$ cat src/rtl/my_uart_pkg.sv
// Shared types and width constants for the my_uart_core UART echo block.
package my_uart_pkg;

  localparam int unsigned N_DEF       = 8;
  localparam int unsigned PSCALER_DEF = 2;
  localparam int unsigned DIV_DEF     = 10;

  localparam int unsigned BIT_CNT_W  = $clog2(N_DEF + 1);
  localparam int unsigned TICK_CNT_W = $clog2(DIV_DEF);

  typedef enum logic [2:0] {
    RX_IDLE,
    RX_START,
    RX_DATA,
    RX_STOP,
    RX_WAIT_IDLE
  } rx_state_t;

  typedef enum logic [1:0] {
    TX_IDLE,
    TX_START,
    TX_DATA,
    TX_STOP
  } tx_state_t;

endpackage

$ cat src/rtl/my_uart_tick_gen.sv
// Free-running prescaler: one-cycle oversample tick every PSCALER sysclk cycles.
module uart_tick_gen
  import my_uart_pkg::*;
#(
  parameter int unsigned PSCALER = PSCALER_DEF
) (
  input  logic clk_i,
  input  logic rst_ni,
  output logic tick_o
);

  localparam int unsigned CW = (PSCALER > 1) ? $clog2(PSCALER) : 1;
  localparam logic [CW-1:0] LAST = CW'(PSCALER - 1);

  logic [CW-1:0] cnt_q, cnt_d;
  logic          tick_q, tick_d;

  always_comb begin
    tick_d = (cnt_q == LAST);
    cnt_d  = tick_d ? '0 : cnt_q + 1'b1;
  end

  always_ff @(posedge clk_i or negedge rst_ni) begin
    if (!rst_ni) begin
      cnt_q  <= '0;
      tick_q <= 1'b0;
    end else begin
      cnt_q  <= cnt_d;
      tick_q <= tick_d;
    end
  end

  assign tick_o = tick_q;

endmodule

$ cat src/rtl/my_uart_core.sv
// 8N1-style UART echo: receive frames on rx_i, retransmit each valid byte on tx_o.
module my_uart_core
  import my_uart_pkg::*;
#(
  parameter int unsigned N       = N_DEF,
  parameter int unsigned PSCALER = PSCALER_DEF,
  parameter int unsigned DIV     = DIV_DEF
) (
  input  logic sysclk,
  input  logic reset_n,
  input  logic rx_i,
  output logic tx_o
);

  localparam int unsigned BCW = ($clog2(N + 1) > BIT_CNT_W) ? $clog2(N + 1) : BIT_CNT_W;
  localparam int unsigned TCW = ($clog2(DIV) > TICK_CNT_W) ? $clog2(DIV) : TICK_CNT_W;
  localparam logic [TCW-1:0] HALF_LAST = TCW'(DIV / 2 - 1);
  localparam logic [TCW-1:0] BIT_LAST  = TCW'(DIV - 1);
  localparam logic [BCW-1:0] DATA_LAST = BCW'(N - 1);

  logic tick;

  uart_tick_gen #(.PSCALER(PSCALER)) u_tick (
    .clk_i (sysclk),
    .rst_ni(reset_n),
    .tick_o(tick)
  );

  logic [1:0] rx_sync_q;
  logic       rx_s;
  assign rx_s = rx_sync_q[1];

  rx_state_t      rx_state_q, rx_state_d;
  logic [TCW-1:0] rx_tcnt_q, rx_tcnt_d;
  logic [BCW-1:0] rx_bcnt_q, rx_bcnt_d;
  logic [N-1:0]   rx_shift_q, rx_shift_d;
  logic           rx_done;

  logic           buf_full_q, buf_full_d;
  logic [N-1:0]   buf_q, buf_d;

  tx_state_t      tx_state_q, tx_state_d;
  logic [TCW-1:0] tx_tcnt_q, tx_tcnt_d;
  logic [BCW-1:0] tx_bcnt_q, tx_bcnt_d;
  logic [N-1:0]   tx_shift_q, tx_shift_d;
  logic           tx_q, tx_d;
  logic           tx_take;

  always_comb begin
    rx_state_d = rx_state_q;
    rx_tcnt_d  = rx_tcnt_q;
    rx_bcnt_d  = rx_bcnt_q;
    rx_shift_d = rx_shift_q;
    rx_done    = 1'b0;
    unique case (rx_state_q)
      RX_IDLE: if (tick && !rx_s) begin
        rx_state_d = RX_START;
        rx_tcnt_d  = '0;
      end
      RX_START: if (tick) begin
        if (rx_tcnt_q == HALF_LAST) begin
          rx_tcnt_d  = '0;
          rx_bcnt_d  = '0;
          rx_state_d = rx_s ? RX_IDLE : RX_DATA;
        end else rx_tcnt_d = rx_tcnt_q + 1'b1;
      end
      RX_DATA: if (tick) begin
        if (rx_tcnt_q == BIT_LAST) begin
          rx_tcnt_d  = '0;
          rx_shift_d = {rx_s, rx_shift_q[N-1:1]};
          rx_bcnt_d  = rx_bcnt_q + 1'b1;
          if (rx_bcnt_q == DATA_LAST) rx_state_d = RX_STOP;
        end else rx_tcnt_d = rx_tcnt_q + 1'b1;
      end
      RX_STOP: if (tick) begin
        if (rx_tcnt_q == BIT_LAST) begin
          rx_tcnt_d  = '0;
          rx_done    = rx_s;
          rx_state_d = rx_s ? RX_IDLE : RX_WAIT_IDLE;
        end else rx_tcnt_d = rx_tcnt_q + 1'b1;
      end
      RX_WAIT_IDLE: if (rx_s) rx_state_d = RX_IDLE;
      default: rx_state_d = RX_IDLE;
    endcase
  end

  // STOP reloads straight from the buffer so queued bytes go out back-to-back.
  always_comb begin
    tx_state_d = tx_state_q;
    tx_tcnt_d  = tx_tcnt_q;
    tx_bcnt_d  = tx_bcnt_q;
    tx_shift_d = tx_shift_q;
    tx_d       = tx_q;
    tx_take    = 1'b0;
    unique case (tx_state_q)
      TX_IDLE: if (tick && buf_full_q) begin
        tx_take    = 1'b1;
        tx_shift_d = buf_q;
        tx_d       = 1'b0;
        tx_tcnt_d  = '0;
        tx_state_d = TX_START;
      end
      TX_START: if (tick) begin
        if (tx_tcnt_q == BIT_LAST) begin
          tx_tcnt_d  = '0;
          tx_bcnt_d  = '0;
          tx_d       = tx_shift_q[0];
          tx_state_d = TX_DATA;
        end else tx_tcnt_d = tx_tcnt_q + 1'b1;
      end
      TX_DATA: if (tick) begin
        if (tx_tcnt_q == BIT_LAST) begin
          tx_tcnt_d = '0;
          if (tx_bcnt_q == DATA_LAST) begin
            tx_d       = 1'b1;
            tx_state_d = TX_STOP;
          end else begin
            tx_d       = tx_shift_q[1];
            tx_shift_d = {1'b0, tx_shift_q[N-1:1]};
            tx_bcnt_d  = tx_bcnt_q + 1'b1;
          end
        end else tx_tcnt_d = tx_tcnt_q + 1'b1;
      end
      TX_STOP: if (tick) begin
        if (tx_tcnt_q == BIT_LAST) begin
          tx_tcnt_d = '0;
          if (buf_full_q) begin
            tx_take    = 1'b1;
            tx_shift_d = buf_q;
            tx_d       = 1'b0;
            tx_state_d = TX_START;
          end else tx_state_d = TX_IDLE;
        end else tx_tcnt_d = tx_tcnt_q + 1'b1;
      end
      default: tx_state_d = TX_IDLE;
    endcase
  end

  always_comb begin
    buf_full_d = buf_full_q;
    buf_d      = buf_q;
    if (rx_done && (!buf_full_q || tx_take)) begin
      buf_full_d = 1'b1;
      buf_d      = rx_shift_q;
    end else if (tx_take) begin
      buf_full_d = 1'b0;
    end
  end

  always_ff @(posedge sysclk or negedge reset_n) begin
    if (!reset_n) begin
      rx_sync_q  <= '1;
      rx_state_q <= RX_IDLE;
      rx_tcnt_q  <= '0;
      rx_bcnt_q  <= '0;
      rx_shift_q <= '0;
      buf_full_q <= 1'b0;
      buf_q      <= '0;
      tx_state_q <= TX_IDLE;
      tx_tcnt_q  <= '0;
      tx_bcnt_q  <= '0;
      tx_shift_q <= '0;
      tx_q       <= 1'b1;
    end else begin
      rx_sync_q  <= {rx_sync_q[0], rx_i};
      rx_state_q <= rx_state_d;
      rx_tcnt_q  <= rx_tcnt_d;
      rx_bcnt_q  <= rx_bcnt_d;
      rx_shift_q <= rx_shift_d;
      buf_full_q <= buf_full_d;
      buf_q      <= buf_d;
      tx_state_q <= tx_state_d;
      tx_tcnt_q  <= tx_tcnt_d;
      tx_bcnt_q  <= tx_bcnt_d;
      tx_shift_q <= tx_shift_d;
      tx_q       <= tx_d;
    end
  end

  assign tx_o = tx_q;

endmodule

$ cat config.mk
export PLATFORM = sky130hd
export DESIGN_NAME = my_uart_core
export DESIGN_NICKNAME = d
export VERILOG_FILES = /design/src/rtl/my_uart_pkg.sv /design/src/rtl/my_uart_tick_gen.sv /design/src/rtl/my_uart_core.sv
export SDC_FILE = /design/constraint.sdc
export NUM_CORES = 1
export LEC_CHECK = 0
export CAP_MARGIN = 15
export CORE_UTILIZATION = 66
export DETAILED_ROUTE_END_ITERATION = 10
export HOLD_SLACK_MARGIN = 0.03
export PLACE_DENSITY_LB_ADDON = 0.15
export SLEW_MARGIN = 30
export SYNTH_ARGS = -nofsm -noshare
export SYNTH_HDL_FRONTEND = slang
export SYNTH_SLANG_ARGS = --single-unit
$ cat constraint.sdc
create_clock -name sysclk -period 2.8 [get_ports sysclk]
set_input_delay 0.7 -clock sysclk [delete_from_list [all_inputs] [get_ports sysclk]]
set_output_delay 0.7 -clock sysclk [all_outputs]
set_load 0.02 [all_outputs]
-- Yosys cells after proc, flatten, opt, wreduce, memory -nomap -nowiden
Index checks and enable logic that the tools add are counted.
- bits in registers: 51
- input port bits: 3
- output and inout bits: 1
- add/sub/neg operators: 5
- equality and inequality tests: 33
- mux-type cells: 72
- reduce and logical (&&, ||, !) cells: 24
- operators by type and width (cell ; number):
    $mux 4 ; 17
    $mux 8 ; 7
    $mux 3 ; 10
    $ne 2x2->1 const B ; 13
    $pmux 4 s2 ; 3
    $pmux 8 s3 ; 1
    $reduce_and 8->1 ; 3
    $mux 1 ; 20
    $mux 2 ; 9
    $add 4x1->4 const B ; 4
    $ne 2x1->1 const B ; 8
    $pmux 3 s5 ; 1
    $eq 4x3->1 const B ; 3
    $pmux 4 s3 ; 1
    $reduce_and 9->1 ; 1
    $eq 4x4->1 const B ; 2
    $pmux 2 s4 ; 1
    $eq 3x2->1 const B ; 2
    $reduce_and 6->1 ; 1
    $reduce_bool 2->1 ; 3
    $reduce_bool 3->1 ; 2
    $reduce_and 5->1 ; 1
    $eq 2x2->1 const B ; 2
    $pmux 1 s4 ; 1
    other kinds (15) ; 18

-- Longest topological paths before layout
- depth after elaboration: 7
- depth in mapped cells: 7
- depth with buffers taken out: 6

-- By module
From an unflattened synthesis, not the netlist that was laid out.
- cells, all modules: 240
- area total of the unflattened synthesis: 2720.1 sq um
- by module, submodules not included (module ; times used ; cells an instance ; area an instance (sq um) ; seq. area each (sq um)):
    my_uart_core ; 1 ; 237 ; 2666.3 ; 1229.9
    uart_tick_gen ; 1 ; 3 ; 53.8 ; 50.0

-- Worst setup path before layout
No wires, ideal clock.
- path type: register to register
- start point: reg tx_state_q[0]
- end point: reg tx_shift_q[0]
- library setup time: 0.125 ns
- data arrival time: 1.803 ns
- data required time: 2.675 ns
- path slack: 0.872 ns
- stages on the path, launching flop included: 7
- clock period less this slack: 1.928 ns
- cells stage by stage: dfrtp_1 -> inv_1 -> ha_1 -> or2_2 -> a221oi_1 -> o21ai_2 -> mux2_2
- cells in the longest elaborated chain, start to end: 3
- elaborated cells between the ends (all ways): 13
- RTL lines (element ; line ; text):
    start: declaration ; my_uart_core.sv:42 ; tx_state_t tx_state_q, tx_state_d;
    start signal: assignment ; my_uart_core.sv:172 ; tx_state_q <= tx_state_d;
    $eq 2x2->1 / $logic_not 2->1 (equally long branches) ; my_uart_core.sv:95 ; unique case (tx_state_q)
    $ne 2x2->1 (no source line) (tied with other cells) ; n/a ;
    $reduce_and 8->1 (no source line) ; n/a ;
    end signal: assignment ; my_uart_core.sv:175 ; tx_shift_q <= tx_shift_d;
    end: declaration ; my_uart_core.sv:45 ; logic [N-1:0] tx_shift_q, tx_shift_d;
Parallel ways exist; a longest one is shown, timed or not.
A chain may end at the register's enable or synchronous reset.

-- Worst setup path in the final report
- start point: reg tx_state_q[0]
- end point: reg tx_shift_q[2]
The elaborated chain is that of the path after synthesis.

==> metrics.cfg <==
[outcome]
status=finished, final reports clean

[clock_network]
clockRootBuffer=clkbuf_8
htree_levels=2
clock_path_buffers=2
ctsResizeCount=0
path_clk_slew_ns=0.09
cts_tree=done
clock-sinks=51
numCtsBuffers=5
clk_latency_ns=0.30
post_cts_buffers=0
holdBufCountCts=0

[synthesis]
synth_ff_type=dfrtp_1
synth_edf_count=0
synth_area_sq_um=2650
syn_inst=229
yosysSeqAreaShare_pct=48.3
synth_top_area_cell=dfrtp_1
synth_top_area_share_pct=45.3
async_reset_ff_share_pct=100
ys_seq_elements=51
yosys_warnings=0
syn_nets=242
synth.area.top_cells=dfrtp_1 45%, mux2_2 14%, ha_1 4.7%, dfstp_2 3.0%, nand2_1 2.4%
ys_types=55
postSynthAreaPerCell_sq_um=11.6

[worst_setup_path]
arrival_ns=2.42
ff2ff_path_depth=6
worst_setup_path_start_kind=flop
crit_start=tx_state_q[0]
worstPathMaxFanout=8
reg2reg_from=tx_state_q[0]
r2r_slack_ns=0.57
critPathRequiredTime_ns=2.99
crit_type=reg2reg
r2r-end=tx_shift_q[2]
end_kind=flop
endpoint=tx_shift_q[2]

[global_route]
grtUsageMet1_pct=33.0
grt_usage_pct=26.3
grt_max_degree=27
antenna_found_initial=0
met2_usage_pct=45.1
grt_pass1_vias=1866
busiest_layer=met2
globalRouteMet3Util_pct=5.03
grt_pass1_wl_mm=8.48
grt.overflow.total=0

[detailed_routing]
viasPerCell=6.44
wire_per_inst_microns=16.9
drtAntennaViolNets=0
dr.pass1.iters=4
finalWirelength_mm=4.80
drt_iter0_markers=162
route.vias.total=1829
route.detailed.drc=0

[timing]
setup_ws_ns=0.570
setup_viol=0
period_needed_ns=2.23
clock.fmax_ghz=0.449
rsz0062_at_grt=no
fin_skew_ns=0.00557
hold_violations=0
fin_tns_setup_ns=0
timing.final.crit_share_pct=79.6
drv_slew=0
slew-limit-headroom_pct=61.0
worst_pin_slew_ns=0.583

[floorplanning]
initial_core_util_pct=70.8
rows=22
die-area_sq_um=4270
io_pins=4
core-area_sq_um=3740
die_h_microns=65.4
die_w_microns=65.4

[finish]
fin_nets=248
post-route-util_pct=76.4
diodes=0
mostFrequentLayoutCells=48 x dfrtp_1, 33 x mux2_2, 17 x nand2_1
syn_to_final_growth_pct=7.93
drive_gt1_share_pct=26.3
final_common_cell=dfrtp_1

[placed_design]
gp_congestion=0.896
dp_slack_ns=0.613
port-buffer-count=3
dp_hpwl_mm=3.53

[power]
p_per_area_nw_per_um2=883
ir_drop_uv=526
p_int_mw=1.62
pwr-share-clk_pct=23.4
netSwitchingFraction_pct=35.8
power.switching_uw=906
leakage_nw=1.34
p_seq_share_pct=42.7
p_comb_share_pct=33.8

[worst_hold_path]
worstHoldPathType=reg2reg

[run]
max_cap_violations=0

## power by group through the flow
| stage | sequential (mW) | clock (mW) | combinational, mW |
|---|---|---|---|
| after floorplan | 1.01 | 0 | 0.717 |
| after global placement | 1.07 | 0 | 0.777 |
| after detailed placement | 1.09 | 0 | 0.839 |
| after CTS | 1.07 | 0.604 | 0.852 |
| after global routing | 1.11 | 0.630 | 0.943 |
| final | 1.08 | 0.592 | 0.855 |
## state kept, by name, indices dropped and copies added (netlist names)
register and cells:
u_tick.tick_o 1, u_tick.cnt_q 1, rx_shift_q 8, rx_tcnt_q 4
rx_sync_q 2, tx_bcnt_q 4, tx_o 1, rx_state_q 3
buf_full_q 1, tx_shift_q 8, tx_tcnt_q 4, rx_bcnt_q 4
tx_state_q 2, buf_q 8
## layer usage
metal | share of wire [%] | vias up
met2 | 50 | 45
met3 | 3.2 | 8
met5 | 0 | -
met4 | 1.4 | 0
met1 | 46 | 917
li1 | - | 859
## Yosys cell counts (3+ instances only)
library cell   n
inv_1         10
a22oi_1        3
dfstp_2        3
ha_1          10
buf_2          3
a21o_1         3
a21oi_1        6
clkbuf_1       3
nand3_1        8
dfrtp_1       48
mux2_2        33
a22o_1         4
a21bo_2        3
nor3_1         4
o21bai_1       3
o2bb2ai_1      4
o21ai_0        8
nand3b_1       3
nor2_1         6
nand2_1       17
nand2b_1       3
## worst min path at each step
stage	from	endpoint	slack, ns	cells past startpoint
after CTS	rx_sync_q[0]	rx_sync_q[1]	0.37	0
after global placement	rx_sync_q[0]	rx_sync_q[1]	0.35	0
after detailed placement	rx_sync_q[0]	rx_sync_q[1]	0.35	0
after floorplan	rx_sync_q[0]	rx_sync_q[1]	0.35	0
final	rx_sync_q[0]	rx_sync_q[1]	0.36	0
after global routing	rx_sync_q[0]	rx_sync_q[1]	0.38	0
## worst max-delay path: stages, from the launching register on
cell      delay (ns)
dfrtp_1         0.41
inv_1           0.11
ha_1            0.26
or2_2           0.29
a221oi_1        0.47
o21ai_2         0.24
mux2_2          0.32
## area by class of cell
| class | count | area [sq um] |
|---|---|---|
| multi-input combinational | 162 | 1310 |
| sequential | 51 | 1280 |
| fill | 249 | 882 |
| clock buffer | 5 | 68.8 |
| clock inverter | 3 | 67.6 |
| tap | 48 | 60.1 |
| timing repair buffer | 5 | 40.0 |
| inverter | 10 | 37.5 |
## per-stage QoR
stage | total power [mW] | instance area (sq um) | hold slack [ns] | std cells
final | 2.53 | 2860 | 0.364 | 284
after global routing | 2.68 | 2860 | 0.377 | 284
after CTS | 2.53 | 2860 | 0.366 | 284
after detailed placement | 1.93 | 2730 | 0.353 | 276
after global placement | 1.85 | 2730 | 0.346 | 276
after floorplan | 1.73 | 2650 | 0.345 | 229
## cells by family after synthesis
| group | share of synthesized area (%) |
|---|---|
| DFF | 48.3 |
| and+or+nand+nor | 15.3 |
| muxes | 14.8 |
| AOI/OAI and AO/OA | 14.5 |
| buffers and inverters | 2.41 |
| adders and majority gates | 4.72 |
Power figures use the tool's default switching activity.
